--- config.mk ---
export PLATFORM = sky130hd
export DESIGN_NAME = popcount_threshold_packer
export DESIGN_NICKNAME = d
export VERILOG_FILES = /design/src/rtl/bnn_pkg.sv /design/src/rtl/bit_packer.sv /design/src/rtl/popcount_threshold_packer.sv
export SDC_FILE = /design/constraint.sdc
export NUM_CORES = 1
export LEC_CHECK = 0
export CORE_MARGIN = 2
export CORE_UTILIZATION = 50
export CTS_CLUSTER_SIZE = 40
export DETAILED_ROUTE_END_ITERATION = 12
export GPL_ROUTABILITY_DRIVEN = 1
export GPL_TIMING_DRIVEN = 0
export HOLD_SLACK_MARGIN = 0.15
export PLACE_DENSITY = 0.86
export SKIP_CTS_REPAIR_TIMING = 1
export SYNTH_ARGS = -nofsm -noshare
export SYNTH_HDL_FRONTEND = slang
export SYNTH_SLANG_ARGS = --single-unit
export TNS_END_PERCENT = 100
--- constraint.sdc ---
create_clock -name clk -period 3.3 [get_ports clk]
set_input_delay 0.66 -clock clk [delete_from_list [all_inputs] [get_ports clk]]
set_output_delay 0.66 -clock clk [all_outputs]
set_load 0.01 [all_outputs]
--- src/rtl/bnn_pkg.sv ---
// Shared definitions for the binarized-layer datapath: default sizes, derived
// widths and the per-neuron threshold record used by the threshold loader.
package bnn_pkg;

    localparam int POP_W_DEF  = 10;
    localparam int CHUNKS_DEF = 4;
    localparam int PACK_DEF   = 16;

    // Accumulator must hold CHUNKS * (2**POP_W - 1) without overflow.
    function automatic int acc_width(input int pop_w, input int chunks);
        return pop_w + $clog2(chunks + 1);
    endfunction

    function automatic int idx_width(input int pack);
        return $clog2(pack + 1);
    endfunction

    localparam int ACC_W_DEF = acc_width(POP_W_DEF, CHUNKS_DEF);

    typedef struct packed {
        logic [ACC_W_DEF-1:0] thr;
        logic                 flip;
    } thr_rec_t;

endpackage

--- src/rtl/bit_packer.sv ---
// Packs one activation bit per completed neuron LSB-first into PACK-bit words
// and owns the output register, its valid/ready handshake and flush handling.
module bit_packer #(
    parameter int PACK = 16,
    localparam int IDX_W = $clog2(PACK + 1)
) (
    input  logic             clk,
    input  logic             rst_n,
    input  logic             bit_valid,
    input  logic             bit_val,
    input  logic             flush,
    output logic             in_ready,
    output logic             out_valid,
    input  logic             out_ready,
    output logic [PACK-1:0]  out_bits,
    output logic [IDX_W-1:0] out_len
);

    localparam int SEL_W = (PACK > 1) ? $clog2(PACK) : 1;

    logic [PACK-1:0]  pack_reg_q, pack_reg_d, pack_ins;
    logic [IDX_W-1:0] bit_idx_q, bit_idx_d, idx_next;
    logic             out_valid_q, out_valid_d;
    logic [PACK-1:0]  out_bits_q, out_bits_d;
    logic [IDX_W-1:0] out_len_q, out_len_d;
    logic             flush_acc;

    // Single-word stall: nothing new may land while a word is blocked.
    assign in_ready  = !(out_valid_q && !out_ready);
    assign flush_acc = flush && in_ready;

    always_comb begin
        pack_ins = pack_reg_q;
        idx_next = bit_idx_q;
        if (bit_valid) begin
            pack_ins[bit_idx_q[SEL_W-1:0]] = bit_val;
            idx_next = bit_idx_q + IDX_W'(1);
        end
    end

    always_comb begin
        pack_reg_d  = pack_reg_q;
        bit_idx_d   = bit_idx_q;
        out_valid_d = out_valid_q;
        out_bits_d  = out_bits_q;
        out_len_d   = out_len_q;
        if (out_valid_q && out_ready) begin
            out_valid_d = 1'b0;
        end
        // A completing word wins over flush; the flush then sees an empty word.
        if (bit_valid && (bit_idx_q == IDX_W'(PACK - 1))) begin
            out_bits_d  = pack_ins;
            out_len_d   = IDX_W'(PACK);
            out_valid_d = 1'b1;
            pack_reg_d  = '0;
            bit_idx_d   = '0;
        end else if (flush_acc && (idx_next != '0)) begin
            out_bits_d  = pack_ins;
            out_len_d   = idx_next;
            out_valid_d = 1'b1;
            pack_reg_d  = '0;
            bit_idx_d   = '0;
        end else begin
            pack_reg_d = pack_ins;
            bit_idx_d  = idx_next;
        end
    end

    always_ff @(posedge clk or negedge rst_n) begin
        if (!rst_n) begin
            pack_reg_q  <= '0;
            bit_idx_q   <= '0;
            out_valid_q <= 1'b0;
            out_bits_q  <= '0;
            out_len_q   <= '0;
        end else begin
            pack_reg_q  <= pack_reg_d;
            bit_idx_q   <= bit_idx_d;
            out_valid_q <= out_valid_d;
            out_bits_q  <= out_bits_d;
            out_len_q   <= out_len_d;
        end
    end

    assign out_valid = out_valid_q;
    assign out_bits  = out_bits_q;
    assign out_len   = out_len_q;

endmodule

--- src/rtl/popcount_threshold_packer.sv ---
// Accumulates CHUNKS partial popcounts per neuron, thresholds the sum (with
// optional sign flip) and hands each activation bit to the word packer.
module popcount_threshold_packer
    import bnn_pkg::*;
#(
    parameter int POP_W  = POP_W_DEF,
    parameter int CHUNKS = CHUNKS_DEF,
    parameter int PACK   = PACK_DEF,
    localparam int ACC_W = acc_width(POP_W, CHUNKS),
    localparam int IDX_W = idx_width(PACK)
) (
    input  logic             clk,
    input  logic             rst_n,
    input  logic             in_valid,
    output logic             in_ready,
    input  logic [POP_W-1:0] in_pop,
    input  logic [ACC_W-1:0] in_thr,
    input  logic             in_flip,
    input  logic             flush,
    output logic             out_valid,
    input  logic             out_ready,
    output logic [PACK-1:0]  out_bits,
    output logic [IDX_W-1:0] out_len
);

    localparam int CNT_W = (CHUNKS > 1) ? $clog2(CHUNKS) : 1;

    logic [ACC_W-1:0] acc_q, acc_d;
    logic [CNT_W-1:0] chunk_cnt_q, chunk_cnt_d;
    logic [ACC_W-1:0] sum;
    logic             accept;
    logic             last_chunk;
    logic             act_bit;

    assign accept     = in_valid && in_ready;
    assign last_chunk = (chunk_cnt_q == CNT_W'(CHUNKS - 1));
    assign sum        = acc_q + ACC_W'(in_pop);
    // Folded batch-norm: a negative gamma reverses the comparison direction.
    assign act_bit    = (sum >= in_thr) ^ in_flip;

    always_comb begin
        acc_d       = acc_q;
        chunk_cnt_d = chunk_cnt_q;
        if (accept) begin
            if (last_chunk) begin
                acc_d       = '0;
                chunk_cnt_d = '0;
            end else begin
                acc_d       = sum;
                chunk_cnt_d = chunk_cnt_q + CNT_W'(1);
            end
        end
    end

    always_ff @(posedge clk or negedge rst_n) begin
        if (!rst_n) begin
            acc_q       <= '0;
            chunk_cnt_q <= '0;
        end else begin
            acc_q       <= acc_d;
            chunk_cnt_q <= chunk_cnt_d;
        end
    end

    bit_packer #(
        .PACK(PACK)
    ) u_bit_packer (
        .clk       (clk),
        .rst_n     (rst_n),
        .bit_valid (accept && last_chunk),
        .bit_val   (act_bit),
        .flush     (flush),
        .in_ready  (in_ready),
        .out_valid (out_valid),
        .out_ready (out_ready),
        .out_bits  (out_bits),
        .out_len   (out_len)
    );

endmodule

==> flow_summary.toml, run 1 <==
[synth]
ys.flop_type = "dfrtp_1"
syn_inst = 384
synth.avg_cell_area_sq_um = 9.49
yosysSeqAreaShare = 0.398
yosysUniqueCellTypes = 60
yosysWarningCount = 0
synth_top_area_frac = 0.398
synth_seq_cells = 58
async_flop_share = 1.00
yosysTopAreaCell = "dfrtp_1"
syn_nets = 443
synthesis.area_sq_um = 3650
synth_area_leaders = "dfrtp_1 (40%), ha_1 (10%), mux2i_1 (4.9%)"
synth-edff-count = 0

[clock_network]
clk_pin_slew_worst_paths_ps = 80
clock-root-buffer = "clkbuf_8"
cts.sinks = 58
cts_tree = "yes"
cts_htree_levels = 3
cts_buffers = 9
clk_latency_ps = 350
cts_max_path_buffers = 2

[place]
dpl.hpwl_mm = 6.59
numPortBuffers = 51
dpl_cell_area_sq_um = 4390
place.gp.congestion = 0.878
dp.cells = 535

[setup_path]
r2r_setup_slack_ps = -290
crit_chain = "buf_4 > ha_4 > inv_2 > fa_2 > nor2b_2 > o21a_1 > o21ai_2 > a21bo_2 > and2_4 > xnor2_4 > ha_4 > and4_4 > a221oi_2 > o21ai_2 > nor3_4 > buf_12 > buf_12 > o21ai_4 > a31oi_1"
required_ps = 3560
worstSetupStartpointType = "input pin"
r2r_cells = 18
r2r_end = "u_bit_packer.out_bits[8]"
worstPathArrival_ps = 3870
r2r_start = "acc_q[0]"
crit_slowest_cell = "fa_2"
critPathKind = "input pin to register"
cpPeakStageDelay_ps = 410
end_kind = "register"
cp_max_fo = 8

[timing]
min_period_ps = 3600
period_share = 1.09
tightest_slew_ps = 558
slew_headroom = 0.626
fin_ws_ps = -304
tns_ps = -7030
fin_skew_ps = 13.0
maxSlewViolCount = 0
setup_viol = 32
hold_ws_ps = 242
rsz0062_at_grt = "yes"
hold_viol = 0
fmax_ghz = 0.277

[die]
ios = 52
design.core.area_sq_um = 7140
die_x_microns = 89.4
rows = 31
die_h_microns = 89.4
dieArea_sq_um = 7990
initial_utilization = 0.511

[cells_and_area]
num_antenna_cells = 0
final_cell_area_sq_um = 4960
fin_cells = 561
drive_gt1_frac = 0.221
final_core_util = 0.695
fillers = 536
regArea_sq_um = 1450
syn_to_final_growth_pct = 36.0
nNetsFinal = 516
multi_input_area_sq_um = 2240

[route]
vias = 3218
drt_wl_total_mm = 9.88
drt-initial-drc-count = 223
vias_per_cell = 5.74
dr.pass1.iters = 4
wl_per_cell_microns = 17.6
antenna_left = 0
drc_errors = 0

[job]
max_cap_violations = 0

[grt]
grt_max_degree = 41
antenna_found_initial = 0
grt_pass1_vias = 3230
grt_usage = 0.239
grt_overflow_total = 0
grt_pass1_wl_mm = 14.6

[hold_path]
min_path_type = "input pin to async pin"

[power]
p_per_area_nw_per_um2 = 934
power.leakage_nw = 2.15
ir_worst_vdd_mv = 0.438

[outcome]
violations = "negative setup slack"
run_status = "finished with violations"
routing by layer:
metal | global-route usage | vias to the layer above | wire (microns)
li1 | - | 1521 | -
met1 | 0.279 | 1570 | 4000
met2 | 0.437 | 106 | 5200
met3 | 0.0397 | 21 | 473
met4 | 0.0896 | 0 | 198
met5 | 0 | - | 0
how the worst max path moves through the flow:
stage	startpoint	endpoint	slack, ps	depth (start not counted)
after detailed placement	in_pop[0]	u_bit_packer.out_bits[8]	-1230	18
after global placement	in_pop[6]	u_bit_packer.out_bits[13]	-1120	14
after global routing	in_pop[7]	u_bit_packer.out_bits[7]	-430	15
after CTS	in_pop[0]	u_bit_packer.out_bits[8]	-940	18
final	in_pop[0]	u_bit_packer.out_bits[8]	-300	19
after floorplan	in_pop[0]	u_bit_packer.out_bits[10]	-250	17
registers in the layout, indices dropped and copies added (netlist names):
signal and flops:
u_bit_packer.out_valid 1, chunk_cnt_q 2, acc_q 13, u_bit_packer.out_bits 16, u_bit_packer.pack_reg_q 16, u_bit_packer.out_len 5
u_bit_packer.bit_idx_q 5
area by class of cell:
cell class | instances | share of cell area
clock buffer | 9 | 0.0250
clock inverter | 7 | 0.0235
timing repair buffer | 62 | 0.130
sequential | 58 | 0.293
buffer | 17 | 0.0293
tap | 99 | 0.0250
multi-input combinational | 279 | 0.452
inverter | 30 | 0.0227
critical path: cells and delay by family:
family / cells / cell delay [ps]
simple gates: 4 / 720
xor+xnor: 1 / 160
fa+ha+maj: 3 / 770
compound gates: 7 / 1140
buf+inv: 4 / 410
report_power, final:
part	internal, mW	total [mW]	switching [mW]
Combinational	1.29	2.67	1.38
Clock	0.501	0.825	0.323
Sequential	0.953	1.13	0.179
Total	2.75	4.63	1.89
cells in the mapped netlist (2+ instances only):
library cell  instances
nor2_1               43
a221o_1               2
a21boi_0              3
clkbuf_1              7
ha_1                 29
and3_1                2
and2_1                2
o31ai_1               2
buf_6                 4
inv_1                30
dfrtp_1              58
buf_2                 5
a31oi_1              18
a22o_1                6
a21oi_1              29
o21ai_1               5
mux2i_1              18
xnor2_1              11
nand2_1              25
xor2_1                3
o21ai_0              19
o21ai_2               2
o2111ai_1             3
nor3_1                7
nand4_1               3
nand3_1               7
nand2b_1              2
o21a_1                2
o211ai_1              2
nor2b_1               2
nand3_2               2
a21o_1                3
cell usage in the layout, fill, tap and decap left out, types with 11 or more instances in the layout:
cell	count
o21ai_0	12
ha_1	22
a21oi_2	13
dfrtp_1	58
a21oi_1	16
a31oi_1	18
inv_1	29
nand2_1	24
mux2i_1	16
o21ai_2	11
nor2_1	43
clkdlybuf4s50_1	43
cells by family after synthesis:
kind of cell / Yosys count / share of synthesized area
AND/OR/NAND/NOR: 103 / 0.133
AO/OA/AOI/OAI: 113 / 0.219
multiplexers: 19 / 0.0525
XOR/XNOR: 14 / 0.0336
buffers and inverters: 47 / 0.0587
flip-flops: 58 / 0.398
adder cells (fa/ha/maj): 30 / 0.105
through the flow:
stage	total power, mW	worst slack [ps]
2_1_floorplan	2.61	-246
3_3_place_gp	3.23	-1120
3_5_place_dp	3.33	-1230
4_1_cts	4.16	-945
5_1_grt	4.91	-431
6_report	4.63	-304
Power figures use the tool's default switching activity.
==> run 2, diff against run 1 <==
--- a/config.mk
+++ b/config.mk
@@ -12,7 +12,7 @@
 export GPL_ROUTABILITY_DRIVEN = 1
 export GPL_TIMING_DRIVEN = 0
 export HOLD_SLACK_MARGIN = 0.15
-export PLACE_DENSITY = 0.86
+export PLACE_DENSITY = 0.77
 export SKIP_CTS_REPAIR_TIMING = 1
 export SYNTH_ARGS = -nofsm -noshare
 export SYNTH_HDL_FRONTEND = slang
==> flow_summary.toml, run 2 (synthesized netlist as in run 1, its figures left out) <==
[outcome]
run_status = "finished with violations"
violations = "negative setup slack"

[grt]
grt_max_degree = 39
grt_overflow_total = 0
grt_pass1_wl_mm = 14.3
grt_pass1_vias = 3128
grt_usage = 0.232
antenna_found_initial = 0

[place]
place.gp.congestion = 0.848
numPortBuffers = 51
dpl.hpwl_mm = 6.43
dpl_cell_area_sq_um = 4390

[route]
wl_per_cell_microns = 16.8
drt_wl_total_mm = 9.53
drc_errors = 0
vias_per_cell = 5.72
drt-initial-drc-count = 144
dr.pass1.iters = 4
antenna_left = 0
vias = 3237

[timing]
slew_headroom = 0.647
period_share = 1.07
tns_ps = -6080
fin_ws_ps = -247
maxSlewViolCount = 0
fin_skew_ps = 16.6
min_period_ps = 3550
hold_viol = 0
fmax_ghz = 0.282
rsz0062_at_grt = "yes"
setup_viol = 32
tightest_slew_ps = 529

[die]
die_x_microns = 89.4
rows = 31
design.core.area_sq_um = 7140
ios = 52
die_h_microns = 89.4
initial_utilization = 0.511
dieArea_sq_um = 7990

[setup_path]
cp.buffers_inverters = 4
end_kind = "register"
startpoint = "in_pop[0]"
required_ps = 3560
critPathKind = "input pin to register"
r2r_cells = 18
crit_slowest_cell = "fa_2"
r2r_setup_slack_ps = -240
crit_chain = "clkbuf_2 > ha_4 > inv_2 > fa_2 > nor2b_2 > o21a_1 > o21ai_2 > a21bo_2 > and2_4 > xnor2_2 > ha_1 > and4_4 > a221oi_4 > o21ai_4 > nor3_4 > buf_12 > buf_12 > o21ai_4 > a31oi_1"
critPathTopFamily = "compound AO/OA/AOI/OAI gates"
crit_end = "u_bit_packer.out_bits[14]"
cp_max_fo = 7
crit_cells = 19
worstSetupStartpointType = "input pin"
cpPeakStageDelay_ps = 380
worstPathArrival_ps = 3810
r2r_start = "acc_q[0]"
r2r_end = "u_bit_packer.out_bits[14]"

[job]
max_cap_violations = 0

[power]
p_per_area_nw_per_um2 = 898
ir_worst_vdd_mv = 0.430
sequentialPowerShare = 0.256
switching_share = 0.423
combPwrFrac = 0.610
power_mw = 4.43
clkPwrFrac = 0.134
power.leakage_nw = 2.14
p_int_mw = 2.56
p_sw_mw = 1.88

[clock_network]
cts_htree_levels = 3
clock-root-buffer = "clkbuf_8"
clk_pin_slew_worst_paths_ps = 80
cts_buffers = 9
clk_latency_ps = 350
cts.sinks = 58
cts_tree = "yes"
cts_max_path_buffers = 2

[cells_and_area]
num_antenna_cells = 0
nNetsFinal = 521
drive_gt1_frac = 0.212
final_cell_area_sq_um = 4940
syn_to_final_growth_pct = 35.4
final_cell_mix = "dfrtp_1 (58), nor2_1 (43), clkdlybuf4s50_1 (43), inv_1 (29)"
final_common_cell = "dfrtp_1"

[hold_path]
min_path_type = "input pin to async pin"
-- run 2: changes by cell type in the layout (fill, tap and decap cells not counted), moves of 3 or more --
cell,previous run,this run
a21oi_1,16,23
o21ai_0,12,8
o21ai_2,11,6
buf_4,8,13
o21ai_4,3,8
bufinv_16,3,0
a21oi_2,13,6
o21ai_1,0,4
-- run 2: power by group through the flow --
stage / clock network, mW / logic, mW / registers [mW]
floorplan: 0 / 1.46 / 1.15
global placement: 0 / 2.12 / 1.11
detailed placement: 0 / 2.17 / 1.13
CTS: 0.596 / 2.19 / 1.11
global route: 0.627 / 2.96 / 1.16
finish: 0.595 / 2.70 / 1.13
-- run 2: routing by layer --
metal	track usage	part of all wire
met3	0.0379	0.039
met1	0.292	0.42
met2	0.392	0.53
met5	0	0
met4	0.104	0.015
-- run 2: area by class of cell --
type | count | area [sq um]
buffer | 17 | 141
clock buffer | 11 | 141
clock inverter | 5 | 30.0
fill | 546 | 2200
inverter | 30 | 113
multi-input combinational | 279 | 2250
sequential | 58 | 1450
tap | 99 | 124
timing repair buffer | 67 | 682
-- run 2: worst min-delay path by stage --
stage / end / slack (ps)
after floorplan: acc_q[0] / 360
after global placement: u_bit_packer.out_len[4] / 480
after detailed placement: acc_q[2] / 490
after CTS: acc_q[5] / 300
after global routing: acc_q[5] / 330
final: acc_q[5] / 270
-- run 2: stage by stage --
step	util	std cells	hold WS (ps)	worst slack (ps)
6_report	0.692	566	274	-247
5_1_grt	0.692	566	329	-445
4_1_cts	0.638	551	301	-880
3_5_place_dp	0.614	535	486	-1210
3_3_place_gp	0.612	534	484	-1160
2_1_floorplan	-	384	364	-246
==> run 3, diff against run 2 <==
--- a/config.mk
+++ b/config.mk
@@ -6,14 +6,14 @@
 export NUM_CORES = 1
 export LEC_CHECK = 0
 export CORE_MARGIN = 2
-export CORE_UTILIZATION = 50
+export CORE_UTILIZATION = 40
 export CTS_CLUSTER_SIZE = 40
 export DETAILED_ROUTE_END_ITERATION = 12
 export GPL_ROUTABILITY_DRIVEN = 1
 export GPL_TIMING_DRIVEN = 0
 export HOLD_SLACK_MARGIN = 0.15
-export PLACE_DENSITY = 0.77
 export SKIP_CTS_REPAIR_TIMING = 1
+export SKIP_LAST_GASP = 1
 export SYNTH_ARGS = -nofsm -noshare
 export SYNTH_HDL_FRONTEND = slang
 export SYNTH_SLANG_ARGS = --single-unit
==> flow_summary.toml, run 3 (synthesized netlist as in run 1, its figures left out) <==
[outcome]
run_status = "finished with violations"
violations = "negative setup slack"

[timing]
fin_ws_ps = -228
fmax_ghz = 0.283
hold_ws_ps = 367
tightest_slew_ps = 751
fin_skew_ps = 11.2
tns_ps = -5700
setup_viol = 32
slew_headroom = 0.500
min_period_ps = 3530
period_share = 1.07
hold_viol = 0
maxSlewViolCount = 0
rsz0062_at_grt = "yes"

[clock_network]
clock-root-buffer = "clkbuf_8"
clk_pin_slew_worst_paths_ps = 80
cts.sinks = 58
cts_htree_levels = 3
cts_tree = "yes"
cts_buffers = 9
cts_max_path_buffers = 2
clk_latency_ps = 350

[route]
drc_errors = 0
vias_per_cell = 5.48
wl_per_cell_microns = 16.1
vias = 3177
dr.pass1.iters = 4
antenna_left = 0
drt-initial-drc-count = 121
drt_wl_total_mm = 9.32

[grt]
use_met3 = 0.0372
grt_overflow_total = 0
grt-busiest-layer = "met2"
grt_pass1_wl_mm = 14.9
grt_max_degree = 31
grt_pass1_vias = 3007
met2_usage = 0.298
use_met1 = 0.262
antenna_found_initial = 0
grt_usage = 0.189

[cells_and_area]
final_cell_mix = "dfrtp_1 (58), nor2_1 (43), clkdlybuf4s50_1 (43), inv_1 (29)"
final_common_cell = "dfrtp_1"
fillers = 779
drive_gt1_frac = 0.235
num_antenna_cells = 0
final_core_util = 0.573
nNetsFinal = 526
syn_to_final_growth_pct = 37.8

[setup_path]
required_ps = 3570
r2r_end = "u_bit_packer.out_bits[1]"
cpPeakStageDelay_ps = 390
r2r_cells = 18
cp_max_fo = 7
end_kind = "register"
crit_slowest_cell = "dfrtp_1"
critPathKind = "register to register"
worstSetupStartpointType = "register"
r2r_setup_slack_ps = -230
crit_chain = "ha_4 > inv_2 > fa_2 > nor2b_1 > o21a_1 > o21ai_4 > a21bo_2 > and2_4 > xnor2_4 > ha_4 > and4_4 > a221oi_2 > o21ai_2 > nor3_4 > buf_12 > buf_4 > o21ai_4 > a31oi_1"
r2r_start = "acc_q[0]"
worstPathArrival_ps = 3800

[power]
ir_worst_vdd_mv = 0.428
p_per_area_nw_per_um2 = 890
power.leakage_nw = 2.18

[die]
ios = 52
die_x_microns = 99.5
die_h_microns = 99.5
initial_utilization = 0.416
dieArea_sq_um = 9890
rows = 34
design.core.area_sq_um = 8760

[place]
numPortBuffers = 51
place.gp.congestion = 0.849
dpl.hpwl_mm = 6.52

[hold_path]
min_path_type = "input pin to async pin"

[job]
max_cap_violations = 0
-- run 3: changes by cell type in the layout (fill, tap and decap cells not counted), moves of 3 or more --
cell,before,now
o21ai_1,4,0
o21ai_2,6,10
clkinv_2,3,0
buf_4,13,17
-- run 3: how the worst max path moves through the flow --
stage               depth (start not counted)                        end  startpoint  slack (ps)
detailed placement                         18   u_bit_packer.out_bits[6]   in_pop[0]       -1190
global placement                           18   u_bit_packer.out_bits[5]   in_pop[0]       -1190
CTS                                        18   u_bit_packer.out_bits[6]   in_pop[0]        -850
global route                               18   u_bit_packer.out_bits[2]    acc_q[0]        -410
floorplan                                  17  u_bit_packer.out_bits[10]   in_pop[0]        -250
finish                                     18   u_bit_packer.out_bits[1]    acc_q[0]        -230
-- run 3: power by group --
part           internal, mW  switching, mW
sequential            0.952          0.173
combinational          1.36           1.36
clock                 0.300          0.326
total                  2.62           1.86
-- run 3: critical path, delay by kind of cell (launching register included) --
| kind | cells | cell delay (ps) |
|---|---|---|
| compound gates | 7 | 1130 |
| xor+xnor | 1 | 190 |
| fa+ha+maj | 3 | 720 |
| buf+inv | 3 | 300 |
| flops | 1 | 390 |
| simple gates | 4 | 690 |
-- run 3: stage by stage --
| step | std cells | worst slack, ps | total power [mW] | area [sq um] |
|---|---|---|---|---|
| 5_1_grt | 580 | -412 | 4.82 | 5020 |
| 3_3_place_gp | 543 | -1190 | 3.27 | 4380 |
| 6_report | 580 | -228 | 4.47 | 5020 |
| 2_1_floorplan | 384 | -246 | 2.61 | 3740 |
| 3_5_place_dp | 544 | -1190 | 3.31 | 4400 |
| 4_1_cts | 560 | -848 | 3.95 | 4580 |
-- run 3: final cells by class --
class,count,area (sq um),share of cell area
Multi-Input combinational cell,279,2280,0.453
Sequential cell,58,1450,0.289
Timing Repair Buffer,72,719,0.143
Buffer,17,140,0.0279
Clock buffer,10,138,0.0274
Tap cell,108,135,0.0269
Inverter,30,113,0.0224
Clock inverter,6,50.0,0.00996
-- run 3: routing by layer --
| layer | part of all wire | wire [microns] |
|---|---|---|
| met2 | 0.48 | 4490 |
| met4 | 0.0098 | 91 |
| met5 | 0 | 0 |
| met1 | 0.47 | 4360 |
| met3 | 0.040 | 376 |
==> RTL change, RTL diff (settings of run 3) <==
Change the package constant `CHUNKS_DEF` from 4 to 2.
--- a/src/rtl/bnn_pkg.sv
+++ b/src/rtl/bnn_pkg.sv
@@ -3,7 +3,7 @@
 package bnn_pkg;
 
     localparam int POP_W_DEF  = 10;
-    localparam int CHUNKS_DEF = 4;
+    localparam int CHUNKS_DEF = 2;
     localparam int PACK_DEF   = 16;
 
     // Accumulator must hold CHUNKS * (2**POP_W - 1) without overflow.
Interface: changed (resized in_thr); port bits go from 52 to 51. No check against the original RTL was run, so the function may have changed too.
==> RTL change against run 3 <==
  * The flow still finishes with violations (negative setup slack)
  * Via count shrank 11%
  * Setup slack lost 30 ps
  * Die area shrank 6.2%
  * Global-route usage shrank 0.36 points
  * Final area shrank 6.4%
  * Utilization shrank 0.39 points
  * Power shrank 17%
  * Sequential cell count shrank 2
  * Routed wire length shrank 10%
  * Clock power shrank 17%
  * Synthesized area shrank 6.4%
  * Count of clock-buffer cells in the layout shrank 5
  * Largest cell class unchanged
==> RTL change: results (changes against run 3) <==
[status]
status=finished with violations
failed_checks=negative setup slack

[placed_design]
place.port_buffers=50  ; -2.0%
dp.cells=507  ; -6.8%
pre_cts_ws_ps=-1006  ; +180.6 ps
hpwl_mm=5.956  ; -8.7%
gp_congestion=0.8651  ; +1.9%

[floorplanning]
taps=105  ; -2.8%

[cts]
clock_insertion_delay_worst_skew_ps=310  ; -40 ps
cts.reportedPaths.clkPinSlew_ps=100  ; +20 ps

[detailed_routing]
avgRoutedWirePerCell_um=15.96  ; -0.68%
met3_wire_length_um=229  ; -39%
routed-via-count=2835  ; -11%
drt-vias-per-instance=5.410  ; -1.2%
route.layer.met1.wl_mm=4.255  ; -2.4%
detail_route.iter0.violations=98  ; -19%
detailroute.wirelength.met2_mm=3.820  ; -15%

[timing]
hold_ws_ps=368.1  ; +1.090 ps
worstMarginPinSlew_ps=650.0  ; -100.7 ps
finalSetupViolCount=32  ; unchanged
postLayoutSetupSlackWorst_ps=-257.8  ; -29.60 ps
skew_ps=12.75  ; +1.505 ps
fin_tns_setup_ps=-7810  ; -2115 ps

[logic_synthesis]
synthXorXnorAreaFrac=0.03557  ; +0.001939
seq_area_frac_synth=0.4107  ; +0.01263
synth-adder-area-share=0.1049  ; -0.0001331
yosys.cell_types.count=45  ; -25%
syn_nets=407  ; -8.1%
synth_compound_gate_area_share=0.1812  ; -0.03813
synth_area_leaders=dfrtp_1 41%, ha_1 9.9%, o31ai_1 6.8%
synth.mux.area_fraction=0.04987  ; -0.002633

[setup_path]
crit_arrival_ps=3750  ; -50 ps
slowest_stage_delay_cp_ps=460  ; +70 ps
rr_worst_depth=14  ; -4
reg2reg_to=u_bit_packer.out_bits[3]$_DFFE_PN0P_

[pwr]
share_seq_of_total_power=0.254  ; +0.002
power_per_cell_area_mw_per_mm2=785.1  ; -12%
max-vdd-ir-drop_mv=0.4589  ; +7.2%
power.switching_mw=1.582  ; -15%
p_leak_nw=2.098  ; -3.6%

[layout]
num-fill-cells=736  ; -5.5%
fin_nets=475  ; -9.7%
clock_buffer_count=5  ; -5
number_of_logic_inverters_in_the_finished_layout=19  ; -37%
multi_input_area_mm2=0.002237  ; -1.8%
final.signal_buffer_count=80  ; -10%
final_layout_size_suffix_gt1_frac=0.2315  ; -0.003666
flops_and_latches=56  ; -3.4%
seq-cell-share=0.2980  ; +0.009114
area_share_clock_buf_inv=0.02741  ; -0.009952
stdcell_area_mm2=0.004702  ; -6.4%
non_clock_buffer_area_share=0.1557  ; -0.01544
multi_input_combinational_cell_count=257  ; -7.9%

[global_routing]
groute.layer.met3.usage=0.02662  ; -0.01062
global_routing_usage_on_met1=0.2694  ; +0.007775
use_met2=0.2876  ; -0.01072
globalRouteTotalUtil=0.1854  ; -0.003590
grt_first_pass_wirelength_mm=13.42  ; -10%
grt_max_degree=30  ; -3.2%
grt_pass1_vias=2696  ; -10%

## RTL change: how the worst max path moves through the flow
stage                                                 end      start  slack, ps  depth (start not counted)
finish               u_bit_packer.out_bits[3]$_DFFE_PN0P_  in_pop[0]       -260                         15
global route        u_bit_packer.out_bits[15]$_DFFE_PN0P_  in_pop[7]       -430                         13
CTS                 u_bit_packer.out_bits[12]$_DFFE_PN0P_  in_pop[0]       -680                         15
detailed placement   u_bit_packer.pack_reg_q[0]$_DFF_PN0_  in_pop[0]      -1010                         15
global placement     u_bit_packer.pack_reg_q[3]$_DFF_PN0_  in_pop[1]      -1030                         14
floorplan            u_bit_packer.out_bits[0]$_DFFE_PN0P_  in_pop[0]       -100                         14
## RTL change: worst reg2reg max path, stage by stage, from the launching register on
cell and delay (ps):
dfrtp_1 430, ha_4 190, fa_2 370, a211oi_4 250, o21ai_2 120, a21oi_2 170
o21a_1 200, xnor2_2 130, ha_1 260, nand4_1 140, nor2_2 70, a2111oi_4 460
xor2_4 380, buf_6 210, o31ai_2 70
